File: src/rtl/imem_arbiter_if.sv
// Bundle of the fetch, loader and imem-macro signals around the instruction-memory arbiter.
// slave is the arbiter's view; master is the view of the requesters plus the memory macro.
interface imem_arbiter_if #(
  parameter int ADDR_W = 9,
  parameter int DATA_W = 32
);
  // Fetch port
  logic              f_req;
  logic [ADDR_W-1:0] f_addr;
  logic              f_stall;
  logic              f_rvalid;
  logic [DATA_W-1:0] f_rdata;
  // Loader / debug port
  logic              l_req;
  logic              l_we;
  logic [ADDR_W-1:0] l_addr;
  logic [DATA_W-1:0] l_wdata;
  logic              l_gnt;
  logic              l_rvalid;
  logic [DATA_W-1:0] l_rdata;
  // Memory macro
  logic              mem_en;
  logic              mem_we;
  logic [ADDR_W-1:0] mem_addr;
  logic [DATA_W-1:0] mem_wdata;
  logic [DATA_W-1:0] mem_rdata;

  modport slave (
    input  f_req, f_addr, l_req, l_we, l_addr, l_wdata, mem_rdata,
    output f_stall, f_rvalid, f_rdata, l_gnt, l_rvalid, l_rdata,
           mem_en, mem_we, mem_addr, mem_wdata
  );

  modport master (
    output f_req, f_addr, l_req, l_we, l_addr, l_wdata, mem_rdata,
    input  f_stall, f_rvalid, f_rdata, l_gnt, l_rvalid, l_rdata,
           mem_en, mem_we, mem_addr, mem_wdata
  );
endinterface

File: src/rtl/imem_arbiter.sv
// Single-port imem arbiter: fetch has priority, the loader is guaranteed a slot after
// MAX_WAIT consecutive denied cycles. Read data returns one cycle after the grant.
module imem_arbiter #(
  parameter int ADDR_W   = 9,
  parameter int DATA_W   = 32,
  parameter int MAX_WAIT = 4
) (
  input  logic           clk,
  input  logic           reset,
  imem_arbiter_if.slave  bus
);

  localparam logic [1:0] OWN_NONE = 2'd0;
  localparam logic [1:0] OWN_F    = 2'd1;
  localparam logic [1:0] OWN_L    = 2'd2;

  localparam logic [3:0] MAX_WAIT_C = 4'(MAX_WAIT);

  logic [1:0] rd_own_q, rd_own_d;
  logic [3:0] wait_cnt_q, wait_cnt_d;
  logic       force_l, grant_l, grant_f;

  // Every combinational output is gated by reset so nothing reaches the macro or
  // the requesters while reset is held, independent of the clock.
  assign force_l = bus.l_req & (wait_cnt_q >= MAX_WAIT_C);
  assign grant_l = reset & bus.l_req & (~bus.f_req | force_l);
  assign grant_f = reset & bus.f_req & ~grant_l;

  assign bus.l_gnt   = grant_l;
  assign bus.f_stall = reset & bus.f_req & ~grant_f;

  // NOTE: every signal assigned in always_comb gets a default first, so no path can infer a latch.
  always_comb begin
    bus.mem_en    = 1'b0;
    bus.mem_we    = 1'b0;
    bus.mem_addr  = '0;
    bus.mem_wdata = '0;
    if (grant_l) begin
      bus.mem_en    = 1'b1;
      bus.mem_we    = bus.l_we;
      bus.mem_addr  = bus.l_addr;
      bus.mem_wdata = bus.l_wdata;
    end else if (grant_f) begin
      bus.mem_en    = 1'b1;
      bus.mem_addr  = bus.f_addr;
    end
  end

  always_comb begin
    rd_own_d = OWN_NONE;
    if (grant_f)                  rd_own_d = OWN_F;
    else if (grant_l && !bus.l_we) rd_own_d = OWN_L;
  end

  always_comb begin
    wait_cnt_d = wait_cnt_q;
    if (!bus.l_req || grant_l)    wait_cnt_d = 4'd0;
    else if (wait_cnt_q != 4'hF)  wait_cnt_d = wait_cnt_q + 4'd1;
  end

  // NOTE: state registers use non-blocking assignments so every flop samples pre-edge values.
  // NOTE: only the owner tag and starvation counter are reset; the read data path is gated, not stored.
  always_ff @(posedge clk or negedge reset) begin
    if (!reset) begin
      rd_own_q   <= OWN_NONE;
      wait_cnt_q <= 4'd0;
    end else begin
      rd_own_q   <= rd_own_d;
      wait_cnt_q <= wait_cnt_d;
    end
  end

  // The owner register clears asynchronously, so an in-flight read dies with reset.
  assign bus.f_rvalid = (rd_own_q == OWN_F);
  assign bus.l_rvalid = (rd_own_q == OWN_L);
  assign bus.f_rdata  = bus.f_rvalid ? bus.mem_rdata : '0;
  assign bus.l_rdata  = bus.l_rvalid ? bus.mem_rdata : '0;

endmodule

File: src/flat_wrapper.sv
// flat-port wrapper written by rule: the top's interface ports become plain ports
module imem_arbiter_flat 
#(
  parameter int ADDR_W   = 9,
  parameter int DATA_W   = 32,
  parameter int MAX_WAIT = 4
)
  (clk, reset, bus_f_req, bus_f_addr, bus_l_req, bus_l_we, bus_l_addr, bus_l_wdata, bus_mem_rdata, bus_f_stall, bus_f_rvalid, bus_f_rdata, bus_l_gnt, bus_l_rvalid, bus_l_rdata, bus_mem_en, bus_mem_we, bus_mem_addr, bus_mem_wdata);
  imem_arbiter_if #(.ADDR_W(ADDR_W), .DATA_W(DATA_W)) bus_i ();
  input  logic clk;
  input  logic reset;
  input wire logic [$bits(bus_i.f_req)-1:0] bus_f_req;
  input wire logic [$bits(bus_i.f_addr)-1:0] bus_f_addr;
  input wire logic [$bits(bus_i.l_req)-1:0] bus_l_req;
  input wire logic [$bits(bus_i.l_we)-1:0] bus_l_we;
  input wire logic [$bits(bus_i.l_addr)-1:0] bus_l_addr;
  input wire logic [$bits(bus_i.l_wdata)-1:0] bus_l_wdata;
  input wire logic [$bits(bus_i.mem_rdata)-1:0] bus_mem_rdata;
  output wire logic [$bits(bus_i.f_stall)-1:0] bus_f_stall;
  output wire logic [$bits(bus_i.f_rvalid)-1:0] bus_f_rvalid;
  output wire logic [$bits(bus_i.f_rdata)-1:0] bus_f_rdata;
  output wire logic [$bits(bus_i.l_gnt)-1:0] bus_l_gnt;
  output wire logic [$bits(bus_i.l_rvalid)-1:0] bus_l_rvalid;
  output wire logic [$bits(bus_i.l_rdata)-1:0] bus_l_rdata;
  output wire logic [$bits(bus_i.mem_en)-1:0] bus_mem_en;
  output wire logic [$bits(bus_i.mem_we)-1:0] bus_mem_we;
  output wire logic [$bits(bus_i.mem_addr)-1:0] bus_mem_addr;
  output wire logic [$bits(bus_i.mem_wdata)-1:0] bus_mem_wdata;
  assign bus_i.f_req = bus_f_req;
  assign bus_i.f_addr = bus_f_addr;
  assign bus_i.l_req = bus_l_req;
  assign bus_i.l_we = bus_l_we;
  assign bus_i.l_addr = bus_l_addr;
  assign bus_i.l_wdata = bus_l_wdata;
  assign bus_i.mem_rdata = bus_mem_rdata;
  assign bus_f_stall = bus_i.f_stall;
  assign bus_f_rvalid = bus_i.f_rvalid;
  assign bus_f_rdata = bus_i.f_rdata;
  assign bus_l_gnt = bus_i.l_gnt;
  assign bus_l_rvalid = bus_i.l_rvalid;
  assign bus_l_rdata = bus_i.l_rdata;
  assign bus_mem_en = bus_i.mem_en;
  assign bus_mem_we = bus_i.mem_we;
  assign bus_mem_addr = bus_i.mem_addr;
  assign bus_mem_wdata = bus_i.mem_wdata;
  imem_arbiter #(.ADDR_W(ADDR_W), .DATA_W(DATA_W), .MAX_WAIT(MAX_WAIT)) u_core (.clk(clk), .reset(reset), .bus(bus_i));
endmodule
File: config.mk
export PLATFORM = sky130hd
export DESIGN_NAME = imem_arbiter_flat
export DESIGN_NICKNAME = d
export VERILOG_FILES = /design/src/rtl/imem_arbiter_if.sv /design/src/rtl/imem_arbiter.sv /design/src/flat_wrapper.sv
export SDC_FILE = /design/constraint.sdc
export NUM_CORES = 1
export LEC_CHECK = 0
export CAP_MARGIN = 10
export CORE_MARGIN = 2
export CORE_UTILIZATION = 21
export CTS_BUF_LIST = sky130_fd_sc_hd__clkbuf_16
export DETAILED_ROUTE_END_ITERATION = 7
export HOLD_SLACK_MARGIN = 0.05
export PLACE_DENSITY = 0.79
export REMOVE_ABC_BUFFERS = 1
export SETUP_SLACK_MARGIN = 0.4
export SLEW_MARGIN = 20
export SYNTH_ARGS = -nofsm -noshare
export SYNTH_HDL_FRONTEND = slang
export SYNTH_SLANG_ARGS = --single-unit
File: constraint.sdc
create_clock -name clk -period 2.25 [get_ports clk]
set_input_delay 0.675 -clock clk [delete_from_list [all_inputs] [get_ports clk]]
set_output_delay 0.675 -clock clk [all_outputs]
set_load 0.01 [all_outputs]
---- After elaboration in Yosys (flattened, before gate mapping) ----
Cells that the tools add are included.
cells by class
  add/sub/neg operators ................... 1
  mux-type cells .......................... 12
  bitwise operators ....................... 10
  eq/ne operators ......................... 3
  magnitude comparators ................... 1
  reductions and logical operators ........ 5
operators by type and width
  kind                                                  count
  two-way mux 32 bit                                    3
  two-way mux 9 bit                                     2
  two-way mux 4 bit                                     2
  bitwise AND 1 bit                                     6
  adder 4 x 1 -> 4 bit (second input constant)          1
  >= comparator 4 x 3 -> 1 bit (second input constant)  1
  two-way mux 2 bit                                     2
  != test 4 bit (second input constant)                 1
  two-way mux 1 bit                                     3
  inverter 1 bit                                        3
  == test 2 x 1 -> 1 bit (second input constant)        1
  == test 2 bit (second input constant)                 1
  logical NOT 1 bit                                     2
  nonzero test 2 bit                                    1
  logical AND 1 bit                                     1
  logical OR 1 bit                                      1
  bitwise OR 1 bit                                      1
word-level totals
  register bits after elaboration ......... 6
  input bits .............................. 87

---- Depth between registers and ports, before layout ----
  word-level depth ........................ 8
  gate-level depth with buffers ........... 4
  gate-level depth less buffers ........... 4

---- Least setup slack after synthesis ----
No wires, ideal clock.
  path type ............................... input -> output
  from .................................... input bus_f_req
  to ...................................... output bus_mem_wdata[16]
  slack ................................... 0.012 ns
  arrival time ............................ 1.563 ns
  data required time ...................... 1.575 ns
  buffers on the path ..................... 1
  stages .................................. 4
  cells stage by stage .................... nor3b_2 > nor3b_4 > buf_6 > and2_1
between the ends
  longest elaborated chain between the ends .. 4
ends and longest elaborated chain
  what                RTL line            source
  start: declaration  flat_wrapper.sv:12  input wire logic [$bits(bus_i.f_req)-1:0] bus_f_req;
  inverter 1 bit      imem_arbiter.sv:26  assign grant_l = reset & bus.l_req & (~bus.f_req | force_l);
  bitwise OR 1 bit    imem_arbiter.sv:26
  bitwise AND 1 bit   imem_arbiter.sv:26
  net bus_l_gnt       flat_wrapper.sv:22  output wire logic [$bits(bus_i.l_gnt)-1:0] bus_l_gnt;
  two-way mux 32 bit  imem_arbiter.sv:38  if (grant_l) begin
  end: declaration    flat_wrapper.sv:28  output wire logic [$bits(bus_i.mem_wdata)-1:0] bus_mem_wdata;
The timed path passes the listed nets, and every way through them passes these cells.

---- Worst setup path after layout ----
  from .................................... input bus_f_req
  to ...................................... output bus_f_stall
between the ends
  longest elaborated chain between the ends .. 7
  elaborated cells on any way between the ends .. 8
  classes of those cells .................. bitwise: 8
ends and longest elaborated chain
  what                   RTL line            source
  inverter 1 bit         imem_arbiter.sv:26
  bitwise OR 1 bit       imem_arbiter.sv:26
  bitwise AND 1 bit      imem_arbiter.sv:26
  inverter 1 bit         imem_arbiter.sv:27  assign grant_f = reset & bus.f_req & ~grant_l;
  bitwise AND 1 bit      imem_arbiter.sv:27
  inverter 1 bit         imem_arbiter.sv:30  assign bus.f_stall = reset & bus.f_req & ~grant_f;
  bitwise AND 1 bit (*)  imem_arbiter.sv:30
  end: declaration       flat_wrapper.sv:19  output wire logic [$bits(bus_i.f_stall)-1:0] bus_f_stall;
Every way passes the cells marked *; elsewhere a longest branch is shown, timed or not.

==> flow_metrics.py <==
metrics = {
    "status": {
        "status": "complete, but fails checks",
        "violations": "setup timing",
    },
    "clock_network": {
        "holdBufCountCts": 0,
        "clk_pin_slew_ps": 40,
        "cts_tree": "built",
        "cts.sink_count": 6,
        "clock_latency_ps": 240,
        "htreeDepth": 1,
        "clockBufferDepth": 2,
        "cts_root_buffer": "clkbuf_16",
        "cts_buffers": 3,
    },
    "setup_path": {
        "critPathRequiredTime_ps": 1570,
        "path_class": "in -> out",
        "cpMostUsedCell": "nor3b_4",
        "cp_cell_sequence": "buf_6 > nor3b_4 > nor3b_4 > buf_4 > buf_16 > and2_2 > dlygate4sd2_1",
        "cpPeakStageDelay_ps": 280,
        "cp_max_fo": 11,
        "slowest_stage": "dlygate4sd2_1",
        "worstPathArrival_ps": 1910,
        "r2r_end": "u_core.rd_own_q[1]",
        "rrSetupSlack_ps": 550,
        "reg2reg_from": "u_core.wait_cnt_q[2]",
        "end_kind": "output pin",
        "r2r_cells": 8,
        "worstSetupStartpointType": "primary input",
    },
    "synth": {
        "synth.area.top_cells": "and2_1 (53%), dfrtp_1 (14%), a22o_2 (8.2%)",
        "synth.avg_cell_area_um2": 7.35,
        "synth-seq-cells": 6,
        "synth_top_area_share": 0.531,
        "netlist_instances": 149,
        "ys_seq_area_frac": 0.137,
        "yosysWarnings": 0,
        "synth_top_area_cell": "and2_1",
        "yosysUniqueCellTypes": 22,
        "synth_area_mm2": 0.00109,
    },
    "floorplanning": {
        "coreArea_mm2": 0.00507,
        "die_area_mm2": 0.00581,
        "io_pins": 198,
        "die_x_um": 76.2,
        "row_count": 26,
        "initial_core_util": 0.216,
        "die-height_um": 76.2,
    },
    "global_route": {
        "overflow": 0,
        "track_usage": 0.278,
        "grt_max_degree": 13,
        "grt_pass1_vias": 2285,
        "antenna_found_initial": 0,
        "grt_pass1_wl_mm": 12.6,
    },
    "timing": {
        "finalWorstPathRequiredPeriod_ps": 2580,
        "finClkSkew_ps": 4.19,
        "max_freq_mhz": 387,
        "fin_crit_sh": 1.15,
        "worstMarginPinSlew_ps": 428,
        "tns_ps": -12840,
        "setup_violations": 48,
        "rsz0062_at_grt": "yes",
        "layout_setup_ws_ps": -335,
        "hold_viol": 0,
        "relSlewSlack": 0.712,
        "final_max_slew_viol_count": 0,
    },
    "routing": {
        "drtIter0Drc": 54,
        "ant_nets": 0,
        "remaining_drc_errors": 0,
        "drt_wl_total_mm": 10.0,
        "viasPerCell": 4.71,
        "vias": 2197,
        "dr.pass1.iters": 6,
        "post_drt_wl_per_cell_um": 21.5,
    },
    "final_layout": {
        "fin_nets": 486,
        "fillers": 233,
        "drive_gt1_frac": 0.694,
        "synthToLayoutAreaGrowth_pct": 304,
        "diodes": 0,
    },
    "min_path": {
        "hold_path_class": "in -> async",
    },
    "power_and_ir_drop": {
        "ir_worst_vdd_mv": 0.263,
        "p_leak_nw": 2.23,
        "power.density_mw_per_mm2": 242,
    },
    "run": {
        "maxCapViolCount": 0,
    },
    "placement": {
        "port_buffers": 197,
        "gp_congestion": 0.813,
        "place_ws_ps": -870,
        "dp_hpwl_mm": 4.78,
    },
}
-- final cells by class --
class                      instances  area [um2]  share of cell area
inverter                           1        3.75            0.000848
clock buffer                       3        75.1              0.0170
multi-input combinational        131        1140               0.259
tap                               70        87.6              0.0198
sequential                         6         150              0.0339
timing repair buffer             255        2960               0.670
-- routing by layer --
layer / GRT usage / vias up / wire [um]
li1: - / 971 / -
met1: 0.255 / 1029 / 3230
met2: 0.575 / 166 / 5660
met3: 0.0557 / 31 / 739
met4: 0.125 / 0 / 419
met5: 0 / - / 0
-- cell families after synthesis --
| logic type | after synthesis | synth area share |
|---|---|---|
| XOR/XNOR | 1 | 0.00800 |
| multiplexers | 1 | 0.00914 |
| flip-flops | 6 | 0.137 |
| AND/OR/NAND/NOR | 116 | 0.669 |
| buffers and inverters | 12 | 0.0686 |
| adder cells (fa/ha/maj) | 1 | 0.0114 |
| AO/OA/AOI/OAI | 12 | 0.0972 |
-- layout by cell type, fill, tap and decap left out, types with 4 or more instances in the layout --
cell / synthesis / layout
dlygate4sd2_1: 0 / 23
nor2_1: 6 / 5
buf_2: 0 / 7
buf_4: 0 / 12
dfrtp_1: 6 / 6
clkdlybuf4s15_2: 0 / 4
a22o_4: 0 / 5
and2_4: 0 / 87
buf_16: 0 / 13
and2_1: 93 / 9
buf_12: 0 / 8
a22o_2: 9 / 4
clkdlybuf4s50_1: 0 / 56
clkbuf_16: 0 / 4
buf_6: 4 / 121
dlymetal6s2s_1: 0 / 8
-- power by group --
part           internal [W]  switching [W]
logic              0.000425       0.000223
clock network      0.000229      0.0000713
registers          0.000113     0.00000655
total              0.000767       0.000301
-- worst max-delay path by stage --
stage	start	endpoint	slack [ps]	cells after the start
3_5_place_dp	bus_f_req	bus_mem_wdata[22]	-870	6
3_3_place_gp	bus_f_req	bus_mem_wdata[16]	-860	6
4_1_cts	bus_f_req	bus_mem_wdata[6]	-230	9
5_1_grt	bus_f_req	bus_f_stall	-360	7
2_1_floorplan	bus_f_req	bus_mem_addr[0]	-330	3
6_report	bus_f_req	bus_f_stall	-330	7
-- through the flow --
step                      utilization  instance area (um2)  hold slack, ps  cells  total power, W
after floorplan                     -                 1020             379    138        0.000230
after global placement          0.630                 3200             568    415        0.000541
after detailed placement        0.630                 3200             579    415        0.000546
after CTS                       0.775                 3930             364    458        0.000960
after global routing            0.872                 4420             388    466         0.00110
final                           0.872                 4420             383    466         0.00107
-- cells in the mapped netlist --
master	number
and2_1	93
a22o_2	9
clkbuf_1	7
dfrtp_1	6
nor2_1	6
and2_2	5
buf_6	4
nand3_1	2
nor2b_1	2
nor3_1	2
o21ai_0	2
a31oi_1	1
and2b_2	1
and3_1	1
ha_1	1
inv_1	1
mux2i_1	1
nand2_1	1
nor3b_1	1
nor3b_2	1
nor3b_4	1
xnor2_1	1
-- critical path: cells and delay by family --
family | cells | cell delay, ps
buf+inv | 4 | 690
simple gates | 3 | 550
-- sequential cells by signal, summed over array words and instances (netlist names) --
name	flops
u_core.rd_own_q	2
u_core.wait_cnt_q	4
-- repair_timing --
item / CTS / global route
cloned: 13 / 1
setup endpoints to repair: 111 / 111
setup buffers: 27 / 7
resized for setup: 603 / 102
pin swaps: 43 / 31
Note: power is estimated with default switching activity, not from simulation.
